$ cat src/rtl/sound_pkg.sv
// Shared types for the sound engine: FSM state encoding and waveform select values.
package sound_pkg;

  typedef enum logic [1:0] {
    ST_IDLE  = 2'd0,
    ST_PLAY  = 2'd1,
    ST_MUTED = 2'd2
  } state_t;

  localparam logic WAVE_SQUARE = 1'b0;
  localparam logic WAVE_SAW    = 1'b1;

endpackage

$ cat src/rtl/phase_acc.sv
// Phase accumulator: wraps modulo 2^ACC_W; clear wins over enable.
module phase_acc #(
  parameter int ACC_W = 16
) (
  input  logic             clk,
  input  logic             rst,
  input  logic             clear,
  input  logic             enable,
  input  logic [ACC_W-1:0] inc,
  output logic [ACC_W-1:0] acc
);

  logic [ACC_W-1:0] acc_q;
  logic [ACC_W-1:0] acc_d;

  always_comb begin
    acc_d = acc_q;
    if (clear) begin
      acc_d = '0;
    end else if (enable) begin
      acc_d = acc_q + inc;
    end
  end

  always_ff @(posedge clk) begin
    if (rst) begin
      acc_q <= '0;
    end else begin
      acc_q <= acc_d;
    end
  end

  assign acc = acc_q;

endmodule

$ cat src/rtl/sound_engine.sv
// Prioritised sound-event player: picks the highest-priority request, plays a
// square or sawtooth tone for a fixed number of cycles, with a mute toggle.
module sound_engine
  import sound_pkg::*;
#(
  parameter int NUM_EV = 4,
  parameter int ACC_W  = 16,
  parameter int DAC_W  = 8,
  parameter int DUR_W  = 8
) (
  input  logic                      clk,
  input  logic                      rst,
  input  logic [NUM_EV-1:0]         ev_req,
  input  logic [NUM_EV*ACC_W-1:0]   ev_inc,
  input  logic [NUM_EV*DUR_W-1:0]   ev_dur,
  input  logic                      mute_toggle,
  input  logic                      wave_sel,
  output logic [DAC_W-1:0]          dac_out,
  output logic                      playing,
  output logic [$clog2(NUM_EV)-1:0] active_ev,
  output logic                      muted
);

  localparam int IDX_W = $clog2(NUM_EV);

  state_t             state_q, state_d;
  logic [DUR_W-1:0]   rem_q, rem_d;
  logic [ACC_W-1:0]   inc_q, inc_d;
  logic [IDX_W-1:0]   active_q, active_d;
  logic [ACC_W-1:0]   acc;
  logic               acc_clear, acc_en;

  logic               win_vld;
  logic [IDX_W-1:0]   win_idx;
  logic [ACC_W-1:0]   win_inc;
  logic [DUR_W-1:0]   win_dur;

  // Descending scan so the lowest qualifying index is the one left standing.
  always_comb begin
    win_vld = 1'b0;
    win_idx = '0;
    win_inc = '0;
    win_dur = '0;
    for (int i = NUM_EV - 1; i >= 0; i--) begin
      if (ev_req[i] && (ev_dur[i*DUR_W +: DUR_W] != '0)) begin
        win_vld = 1'b1;
        win_idx = i[IDX_W-1:0];
        win_inc = ev_inc[i*ACC_W +: ACC_W];
        win_dur = ev_dur[i*DUR_W +: DUR_W];
      end
    end
  end

  always_ff @(posedge clk) begin
    if (rst) begin
      state_q  <= ST_IDLE;
      rem_q    <= '0;
      inc_q    <= '0;
      active_q <= '0;
    end else begin
      state_q  <= state_d;
      rem_q    <= rem_d;
      inc_q    <= inc_d;
      active_q <= active_d;
    end
  end

  always_comb begin
    state_d   = state_q;
    rem_d     = rem_q;
    inc_d     = inc_q;
    active_d  = active_q;
    acc_clear = 1'b0;
    acc_en    = 1'b0;
    unique case (state_q)
      ST_IDLE: begin
        if (mute_toggle) begin
          state_d   = ST_MUTED;
          rem_d     = '0;
          acc_clear = 1'b1;
        end else if (win_vld) begin
          state_d   = ST_PLAY;
          inc_d     = win_inc;
          rem_d     = win_dur;
          active_d  = win_idx;
          acc_clear = 1'b1;
        end
      end
      ST_PLAY: begin
        if (mute_toggle) begin
          state_d   = ST_MUTED;
          rem_d     = '0;
          acc_clear = 1'b1;
        end else if (win_vld && (win_idx <= active_q)) begin
          inc_d     = win_inc;
          rem_d     = win_dur;
          active_d  = win_idx;
          acc_clear = 1'b1;
        end else if (rem_q == DUR_W'(1)) begin
          state_d   = ST_IDLE;
          rem_d     = '0;
          acc_clear = 1'b1;
        end else begin
          rem_d     = rem_q - DUR_W'(1);
          acc_en    = 1'b1;
        end
      end
      ST_MUTED: begin
        if (mute_toggle) begin
          state_d = ST_IDLE;
        end
      end
      default: begin
        state_d   = ST_IDLE;
        rem_d     = '0;
        acc_clear = 1'b1;
      end
    endcase
  end

  always_comb begin
    playing   = (state_q == ST_PLAY);
    muted     = (state_q == ST_MUTED);
    active_ev = active_q;
    dac_out   = '0;
    if (state_q == ST_PLAY) begin
      if (wave_sel == WAVE_SAW) begin
        dac_out = acc[ACC_W-1 -: DAC_W];
      end else begin
        dac_out = {DAC_W{acc[ACC_W-1]}};
      end
    end
  end

  phase_acc #(
    .ACC_W(ACC_W)
  ) u_phase_acc (
    .clk    (clk),
    .rst    (rst),
    .clear  (acc_clear),
    .enable (acc_en),
    .inc    (inc_q),
    .acc    (acc)
  );

endmodule

$ cat config.mk
export PLATFORM = sky130hd
export DESIGN_NAME = sound_engine
export DESIGN_NICKNAME = d
export VERILOG_FILES = /design/src/rtl/sound_pkg.sv /design/src/rtl/phase_acc.sv /design/src/rtl/sound_engine.sv
export SDC_FILE = /design/constraint.sdc
export NUM_CORES = 1
export LEC_CHECK = 0
export ABC_CLOCK_PERIOD_IN_PS = 3200
export BUFFER_PORTS_ARGS = -buffer_cell sky130_fd_sc_hd__buf_2
export CAP_MARGIN = 20
export CORE_ASPECT_RATIO = 1.5
export CORE_MARGIN = 8
export CORE_UTILIZATION = 35
export DETAILED_ROUTE_END_ITERATION = 8
export HOLD_SLACK_MARGIN = 0.15
export MAX_ROUTING_LAYER = met4
export PLACE_DENSITY = 0.67
export SLEW_MARGIN = 20
export SYNTH_ARGS = -nofsm -noshare
export SYNTH_HDL_FRONTEND = slang
export SYNTH_SLANG_ARGS = --single-unit
$ cat constraint.sdc
create_clock -name clk -period 3.2 [get_ports clk]
set_input_delay 0.16 -clock clk [delete_from_list [all_inputs] [get_ports clk]]
set_output_delay 0.16 -clock clk [all_outputs]
set_load 0.1 [all_outputs]
## After elaboration in Yosys (flattened, before gate mapping)

Cells that the tools add are included.

| cells by class | value |
|---|---|
| $add $sub $neg | 2 |
| magnitude comparators | 1 |
| equal/unequal tests | 11 |
| mux-type cells | 51 |
| bitwise gates (word level) | 1 |
| reductions and logical operators | 15 |

Operators with widths:

| cell | number |
|---|---|
| 2-to-1 mux 16 bit | 8 |
| 2-to-1 mux 8 bit | 10 |
| one-hot mux 16 bit (2 select lines) | 1 |
| nonzero test 8 bit | 4 |
| 2-to-1 mux 2 bit | 14 |
| one-hot mux 8 bit (3 select lines) | 1 |
| adder 16 bit | 1 |
| 2-to-1 mux 1 bit | 13 |
| equality test 8 x 1 -> 1 bit (second input constant) | 1 |
| inequality test 2 bit (second input constant) | 4 |
| subtractor 8 x 1 -> 8 bit (second input constant) | 1 |
| 2-to-1 mux 7 bit | 1 |
| inequality test 3 bit (second input constant) | 2 |
| one-hot mux 2 bit (3 select lines) | 1 |
| logical AND 1 bit | 5 |
| AND reduction 5 bit | 1 |
| one-hot mux 2 bit (2 select lines) | 1 |
| AND reduction 4 bit | 1 |
| inequality test 3 x 2 -> 1 bit (second input constant) | 1 |
| one-hot mux 1 bit (3 select lines) | 1 |
| equality test 2 x 1 -> 1 bit (second input constant) | 1 |
| equality test 2 bit (second input constant) | 1 |
| <= comparator 2 bit | 1 |
| zero test 2 bit | 1 |
| other kinds (5) | 5 |

| word-level totals | value |
|---|---|
| register bits | 44 |
| input bits | 104 |

## Longest topological paths before layout

Gate-level depths: netlist (run 1).

| depth | value |
|---|---|
| depth in word-level cells | 12 |
| gate-level depth with buffers | 16 |

## By module

Synthesis (run 1) repeated with hierarchy kept, for this count alone.

| second synthesis, totals | value |
|---|---|
| cells, all modules | 439 |
| area, all modules | 3452.1 um^2 |

By module, submodules not included:

| module | times used | cells an instance | area each (um^2) |
|---|---|---|---|
| sound_engine | 1 | 285 | 2122.0 |
| phase_acc | 1 | 154 | 1330.0 |

## Worst setup path after synthesis (run 1)

OpenSTA, ideal clock, no wires.

| path | value |
|---|---|
| path type | input-to-reg |
| from | in ev_dur[4] |
| to | reg inc_q[14] |
| arrival time | 3105 ps |
| slack | 24 ps |
| stages on the path | 15 |
| path buffers | 3 |
| cells stage by stage | or4_1 o21a_1 clkbuf_1 a211oi_1 ha_1 nor2b_1 a2bb2oi_1 a41o_1 nand2_1 nand2_2 or2_1 buf_4 buf_2 a211o_1 a21oi_1 |

| on the way | value |
|---|---|
| cells in the longest elaborated chain, start to end | 7 |

RTL lines:

| item | line | RTL |
|---|---|---|
| start, declared | sound_engine.sv:15 | `input logic [NUM_EV*DUR_W-1:0] ev_dur,` |
| nonzero test 8 bit (*) | sound_engine.sv:45 | `if (ev_req[i] && (ev_dur[i*DUR_W +: DUR_W] != '0)) begin` |
| logical AND 1 bit (*) | sound_engine.sv:45 |  |
| 2-to-1 mux 2 bit | sound_engine.sv:45 |  |
| <= comparator 2 bit | sound_engine.sv:94 | `end else if (win_vld && (win_idx <= active_q)) begin` |
| logical AND 1 bit | sound_engine.sv:94 |  |
| inequality test 2 x 1 -> 1 bit (no source line) | - |  |
| AND reduction 5 bit (no source line) | - |  |
| end signal, assigned | sound_engine.sv:63 | `inc_q <= inc_d;` |
| end, declared | sound_engine.sv:28 | `logic [ACC_W-1:0] inc_q, inc_d;` |

Mark *: on every way between the ends. The rest lies on a longest branch, timed or not. The select of a mux whose other input is x is not followed.
A chain may end at the register's enable or synchronous reset.

## Final worst setup path (run 1)

| path | value |
|---|---|
| from | in ev_dur[4] |
| to | reg inc_q[1] |

The elaborated chain is that of the path after synthesis.

==> out/results.ini, run 1 <==
[layout]
syn_to_final_growth_pct = 26.98
instances_no_fill = 660
drive_above_1_share_pct = 27.06
final_util_pct = 45.19
nNetsFinal = 670
final_cell_mix = 115 x buf_2, 56 x nand2_1, 48 x a21oi_1
final_common_cell = buf_2

[timing]
finalCritPeriodShare_pct = 91.10
tightest_slew_ns = 0.7454
finalSetupViolCount = 0
fin_skew_ns = 0.005687
min_period_ns = 2.915
max_slew_margin_pct = 49.85
finalMaxSlewViolations = 0
fmax_ghz = 0.3430
setup_tns_ns = 0
hold_viol = 0
rsz0062_at_grt = false

[clocking]
cts-buffers-inserted = 5
ctsHoldBuffers = 0
htreeDepth = 2
clkSinkCount = 44
clk_path_buf_depth = 2
post_cts_buffers = 0
cts_resized = 0
clk_latency_ns = 0.29
cts-root-buf = clkbuf_16
cts_tree = yes
clkTransAtPathRegs_ns = 0.06

[run_status]
status = complete, no violations

[global_route]
antenna_found_initial = 1
grt_usage_pct = 17.52
grt_overflow = 0
grt_pass1_wl_um = 17650
grt_max_degree = 33
grt_pass1_vias = 3809

[critical_path]
r2r_cells = 9
worst_setup_path_end_kind = flop
cp-start-kind = input pin
crit_type = input pin to flop
rrSetupSlack_ns = 0.47
cp_max_fo = 28
crit_arrival_ns = 3.13
required_ns = 3.41

[power_and_ir_drop]
p_int_mw = 1.027
power_density_nw_per_um2 = 356.4
p_leak_nw = 1.790
pwr-share-clk_pct = 34.5
peakVddDrop_mv = 0.2009
comb_power_share_pct = 25.1
power.total_mw = 1.482
p_sw_uw = 455.1
swShare_pct = 30.71
p_seq_share_pct = 40.4

[synth]
synthArstFlopShare_pct = 0
yosysSeqAreaShare_pct = 26.90
synth_area_um2 = 3274
yosys_warnings = 0
ys.flop_type = dfxtp_1
synth_top_cell_by_area = dfxtp_1
yosys.area.top_type_share_pct = 26.90
synthDistinctLibCells = 55
syn_nets = 558
synth_area_leaders = dfxtp_1 27%, a21oi_1 7.3%, ha_1 7.3%, nand2_1 6.4%, nor2_1 4.7%
synth_edf_count = 0
postSynthCellCount = 434
yosys_register_bits = 44
syn_area_per_cell_um2 = 7.545

[route]
finalWirelength_um = 10860
via_count = 3727
drt-initial-drc-count = 172
drc = 0
drtPass1Iterations = 4
wl_per_cell_um = 16.45
vias_per_cell = 5.647
ant_nets = 0

[min_path]
holdPathStages = 3
worstHoldPathType = input pin to flop

[job]
cap_viol_max_count = 0

[die]
die_area_um2 = 12770
rows = 43
die_w_um = 94.98
ios = 116
coreArea_um2 = 9200
die_y_um = 134.5
initial_core_util_pct = 35.59

[placed_design]
placed_cells = 651
port-buffer-count = 115
place_hpwl_um = 8722
place.gp.congestion = 0.9088

-- power by group through the flow --
| stage | combinational (mW) | sequential [mW] | clock, mW |
|---|---|---|---|
| 2_1_floorplan | 0.228 | 0.610 | 0 |
| 3_3_place_gp | 0.362 | 0.610 | 0 |
| 3_5_place_dp | 0.370 | 0.611 | 0 |
| 4_1_cts | 0.372 | 0.599 | 0.526 |
| 5_1_grt | 0.411 | 0.602 | 0.549 |
| 6_report | 0.372 | 0.599 | 0.511 |
-- critical path, stage by stage --
cell       delay [ns]
buf_2            0.10
or4_1            0.55
o21a_1           0.23
a211oi_1         0.32
ha_1             0.31
nor2b_1          0.13
a2bb2oi_1        0.12
a41o_1           0.21
nand2_1          0.12
nand2_2          0.06
or2_1            0.28
buf_12           0.18
a211o_1          0.23
a21oi_1          0.12
-- worst paths after layout --
check | from | end
setup reg to reg | inc_q[1]$_SDFFE_PP0P_ | u_phase_acc.acc[15]$_SDFFE_PP0P_
hold / removal | mute_toggle | state_q[1]$_SDFFE_PP0P_
setup / recovery | ev_dur[4] | inc_q[1]$_SDFFE_PP0P_
hold reg to reg | u_phase_acc.acc[3]$_SDFFE_PP0P_ | u_phase_acc.acc[3]$_SDFFE_PP0P_
-- Yosys cell counts, types with 2 or more instances --
cell type,instances
o211ai_1,2
nor2_1,41
a211oi_1,5
or4_1,6
o31a_1,2
xnor2_1,6
buf_4,3
ha_1,19
o21a_1,5
nor2b_1,3
a21o_1,9
o21ai_1,7
nand3b_1,2
nor4_1,2
nand2b_1,2
o21ai_0,12
xor2_1,6
dfxtp_1,44
a211o_1,16
a31oi_1,9
or4_4,2
nand2_1,56
a311o_1,6
nand2_2,2
mux2i_1,2
and3_1,5
or3_1,3
inv_1,10
nand4b_1,2
clkbuf_1,10
nor3_1,5
o22ai_1,16
o21bai_1,3
a22oi_1,19
nand3_1,11
and2_1,2
a21oi_1,48
a221oi_1,2
buf_2,13
-- registers in the layout, summed over array words and instances (netlist names) --
name / count
rem_q: 8
inc_q: 16
state_q: 2
u_phase_acc.acc: 16
active_ev: 2
-- layer usage --
layer,up-vias,GRT usage [%],part of all wire (%)
met2,136,30.84,51
li1,1843,-,-
met3,33,3.333,6.3
met5,-,-,0
met4,0,9.416,4.6
met1,1715,17.69,38
-- logic make-up after synthesis --
group	after synthesis	synth area share (%)
adder cells (fa/ha/maj)	20	7.872
AND/OR/NAND/NOR	150	21.67
multiplexers	2	0.6114
flip-flops	44	26.90
XOR/XNOR	12	3.210
AO/OA/AOI/OAI	169	34.43
buffers and inverters	37	5.312
-- stage by stage --
stage	hold slack [ns]	area [um2]	setup WS, ns
finish	0.1962	4158	0.2847
global route	0.2027	4158	0.09731
CTS	0.1906	4155	0.3086
floorplan	0.2367	3274	0.02398
global placement	0.4423	4006	0.1272
detailed placement	0.4507	4006	0.02313
-- cell type report --
cell class                 count  area, um2
fill                         915       5042
multi-input combinational    353       2220
sequential                    44      880.8
timing repair buffer         132      728.2
tap                          112      140.1
clock buffer                   5      125.1
inverter                      10      37.54
clock inverter                 3      23.77
antenna                        1      2.502
No activity file was read; power rests on OpenSTA's default activity.
==> run 2, diff against run 1 <==
--- a/config.mk
+++ b/config.mk
@@ -10,11 +10,11 @@
 export CAP_MARGIN = 20
 export CORE_ASPECT_RATIO = 1.5
 export CORE_MARGIN = 8
-export CORE_UTILIZATION = 35
+export CORE_UTILIZATION = 46
 export DETAILED_ROUTE_END_ITERATION = 8
 export HOLD_SLACK_MARGIN = 0.15
 export MAX_ROUTING_LAYER = met4
-export PLACE_DENSITY = 0.67
+export PLACE_DENSITY = 0.83
 export SLEW_MARGIN = 20
 export SYNTH_ARGS = -nofsm -noshare
 export SYNTH_HDL_FRONTEND = slang
==> run 2 against run 1 <==
Effect of this change: count of clock-buffer cells in the layout is 1 higher; largest power group unchanged; sequential share of layout area is 0.50 points higher; critical path type unchanged; global-route usage is 3.8 points higher; final cell count is 5.8% lower; largest cell class unchanged; sequential power hardly changed; flip-flop and latch count stayed put; worst hold slack worse by 0.032 ns; non-clock buffer count is 3 lower; worst setup slack worse by 0.051 ns; critical path depth stayed put.
==> out/results.ini, run 2 (same netlist as run 1, synthesis figures left out) <==
[route]
drtPass1Iterations = 4  ; unchanged
drc = 0  ; unchanged
ant_nets = 0  ; unchanged
vias_per_cell = 5.973  ; +5.8%
drt-initial-drc-count = 184  ; +7.0%
wl_per_cell_um = 16.86  ; +2.5%
finalWirelength_um = 10490  ; -3.4%
via_count = 3715  ; -0.32%

[timing]
tightest_slew_ns = 0.7725  ; +0.02705 ns
finalHoldWorstSlack_ns = 0.1639  ; -0.03225 ns
rsz0062_at_grt = false
finalCritPeriodShare_pct = 92.70  ; +1.6 points
hold_viol = 0  ; unchanged
finalMaxSlewViolations = 0  ; unchanged
fmax_ghz = 0.3371  ; -1.7%
finalSetupViolCount = 0  ; unchanged
fin_skew_ns = 0.01209  ; +0.006401 ns
timing.final.ws_setup_ns = 0.2335  ; -0.05124 ns
max_slew_margin_pct = 48.03  ; -1.8 points
min_period_ns = 2.967  ; +0.05124 ns

[min_path]
holdCritStartpoint = mute_toggle
worstHoldPathType = input pin to flop

[clocking]
ctsHoldBuffers = 0  ; unchanged
cts-buffers-inserted = 5  ; unchanged
clkTransAtPathRegs_ns = 0.09  ; +0.03 ns
cts_resized = 0  ; unchanged
clk_path_buf_depth = 2  ; unchanged
cts_tree = yes
cts-root-buf = clkbuf_8
clk_latency_ns = 0.30  ; about the same
htreeDepth = 2  ; unchanged
post_cts_buffers = 0  ; unchanged
clkSinkCount = 44  ; unchanged

[layout]
drive_above_1_share_pct = 26.65  ; -0.40 points
syn_to_final_growth_pct = 24.07
diodes = 0  ; -1
final_cell_mix = 115 x buf_2, 56 x nand2_1, 48 x a21oi_1
final_common_cell = buf_2
nNetsFinal = 667  ; -0.45%

[global_route]
grt_usage_pct = 21.32  ; +3.8 points
grt_pass1_vias = 3747  ; -1.6%
grt_pass1_wl_um = 17570  ; -0.47%
grt_max_degree = 35  ; +6.1%
antenna_found_initial = 0  ; -1
grt_overflow = 0  ; unchanged

[critical_path]
worst_setup_path_end_kind = flop
required_ns = 3.42  ; about the same
crit_type = input pin to flop
cp_cell_sequence = buf_2 -> or4_1 -> o21a_1 -> a211oi_1 -> ha_1 -> nor2b_1 -> a2bb2oi_1 -> a41o_1 -> nand2_1 -> nand2_2 -> or2_1 -> buf_12 -> a211o_1 -> a21oi_1
crit_arrival_ns = 3.19  ; +0.06 ns
r2r_start = inc_q[1]$_SDFFE_PP0P_
cp_slowest_cell = or4_1
cp_max_fo = 34  ; +21%
max_stage_delay_ns = 0.56  ; about the same
cp-start-kind = input pin
crit_start = ev_dur[4]

[placed_design]
port-buffer-count = 115  ; unchanged
post-place-ws_ns = -0.05420  ; -0.07733 ns
place.gp.congestion = 0.9530  ; +4.9%
place_hpwl_um = 8364  ; -4.1%

[die]
ios = 116  ; unchanged
die_y_um = 119.3  ; -11%
die_w_um = 84.89  ; -11%
rows = 37  ; -14%
die_area_um2 = 10130  ; -21%
initial_core_util_pct = 47.47  ; +12 points
coreArea_um2 = 6898  ; -25%

[power_and_ir_drop]
peakVddDrop_mv = 0.2344  ; +17%
power_density_nw_per_um2 = 348.6  ; -2.2%
p_leak_nw = 1.771  ; -1.1%

[run_status]
status = complete, no violations

[job]
cap_viol_max_count = 0  ; unchanged

[run 2: cell count changes in the layout (fill, tap and decap cells not counted)]
| cell | previous run | this run |
|---|---|---|
| diode_2 | 1 | 0 |
| buf_4 | 15 | 12 |
| bufinv_16 | 0 | 1 |
| clkbuf_8 | 0 | 6 |
| clkbuf_16 | 5 | 0 |
| clkinvlp_4 | 2 | 0 |
[run 2: final timing paths]
check / cells past startpoint / to / slack, ns
max: 14 / inc_q[6]$_SDFFE_PP0P_ / 0.23
min: 3 / state_q[1]$_SDFFE_PP0P_ / 0.16
max reg2reg: 9 / u_phase_acc.acc[15]$_SDFFE_PP0P_ / 0.48
min reg2reg: 2 / u_phase_acc.acc[5]$_SDFFE_PP0P_ / 0.47
[run 2: per-stage QoR]
stage / cell area [um2] / setup TNS, ns / total power, mW / utilization, % / instances
6_report: 4063 / 0 / 1.416 / 58.90 / 622
5_1_grt: 4063 / 0 / 1.488 / 58.90 / 622
4_1_cts: 4063 / 0 / 1.423 / 58.90 / 622
3_5_place_dp: 3941 / -0.5994 / 0.9750 / 57.14 / 614
3_3_place_gp: 3941 / 0 / 0.9632 / 57.14 / 614
2_1_floorplan: 3274 / 0 / 0.8377 / - / 434
[run 2: routing by layer]
layer	global-route usage, %	share of wire, %
met2	37.83	52
met4	8.511	3.7
met1	22.59	39
met3	4.061	4.7
met5	-	0
[run 2: power breakdown]
group	internal (mW)	leakage (nW)	switching, mW	total (mW)
logic	0.159	1.35	0.210	0.369
registers	0.574	0.359	0.0241	0.598
clock network	0.255	0.0614	0.194	0.449
[run 2: final cells by class]
| type | instances | area (um2) |
|---|---|---|
| clock buffer | 6 | 82.58 |
| clock inverter | 2 | 38.79 |
| multi-input combinational | 353 | 2220 |
| fill | 621 | 2835 |
| sequential | 44 | 880.8 |
| inverter | 10 | 37.54 |
| timing repair buffer | 129 | 705.7 |
| tap | 78 | 97.59 |
[run 2: worst max-delay path: cells and delay by family]
family	cells	cell delay, ns
buffers and inverters	2	0.27
and+or+nand+nor	5	1.16
adders and majority gates	1	0.32
AOI/OAI and AO/OA	6	1.27
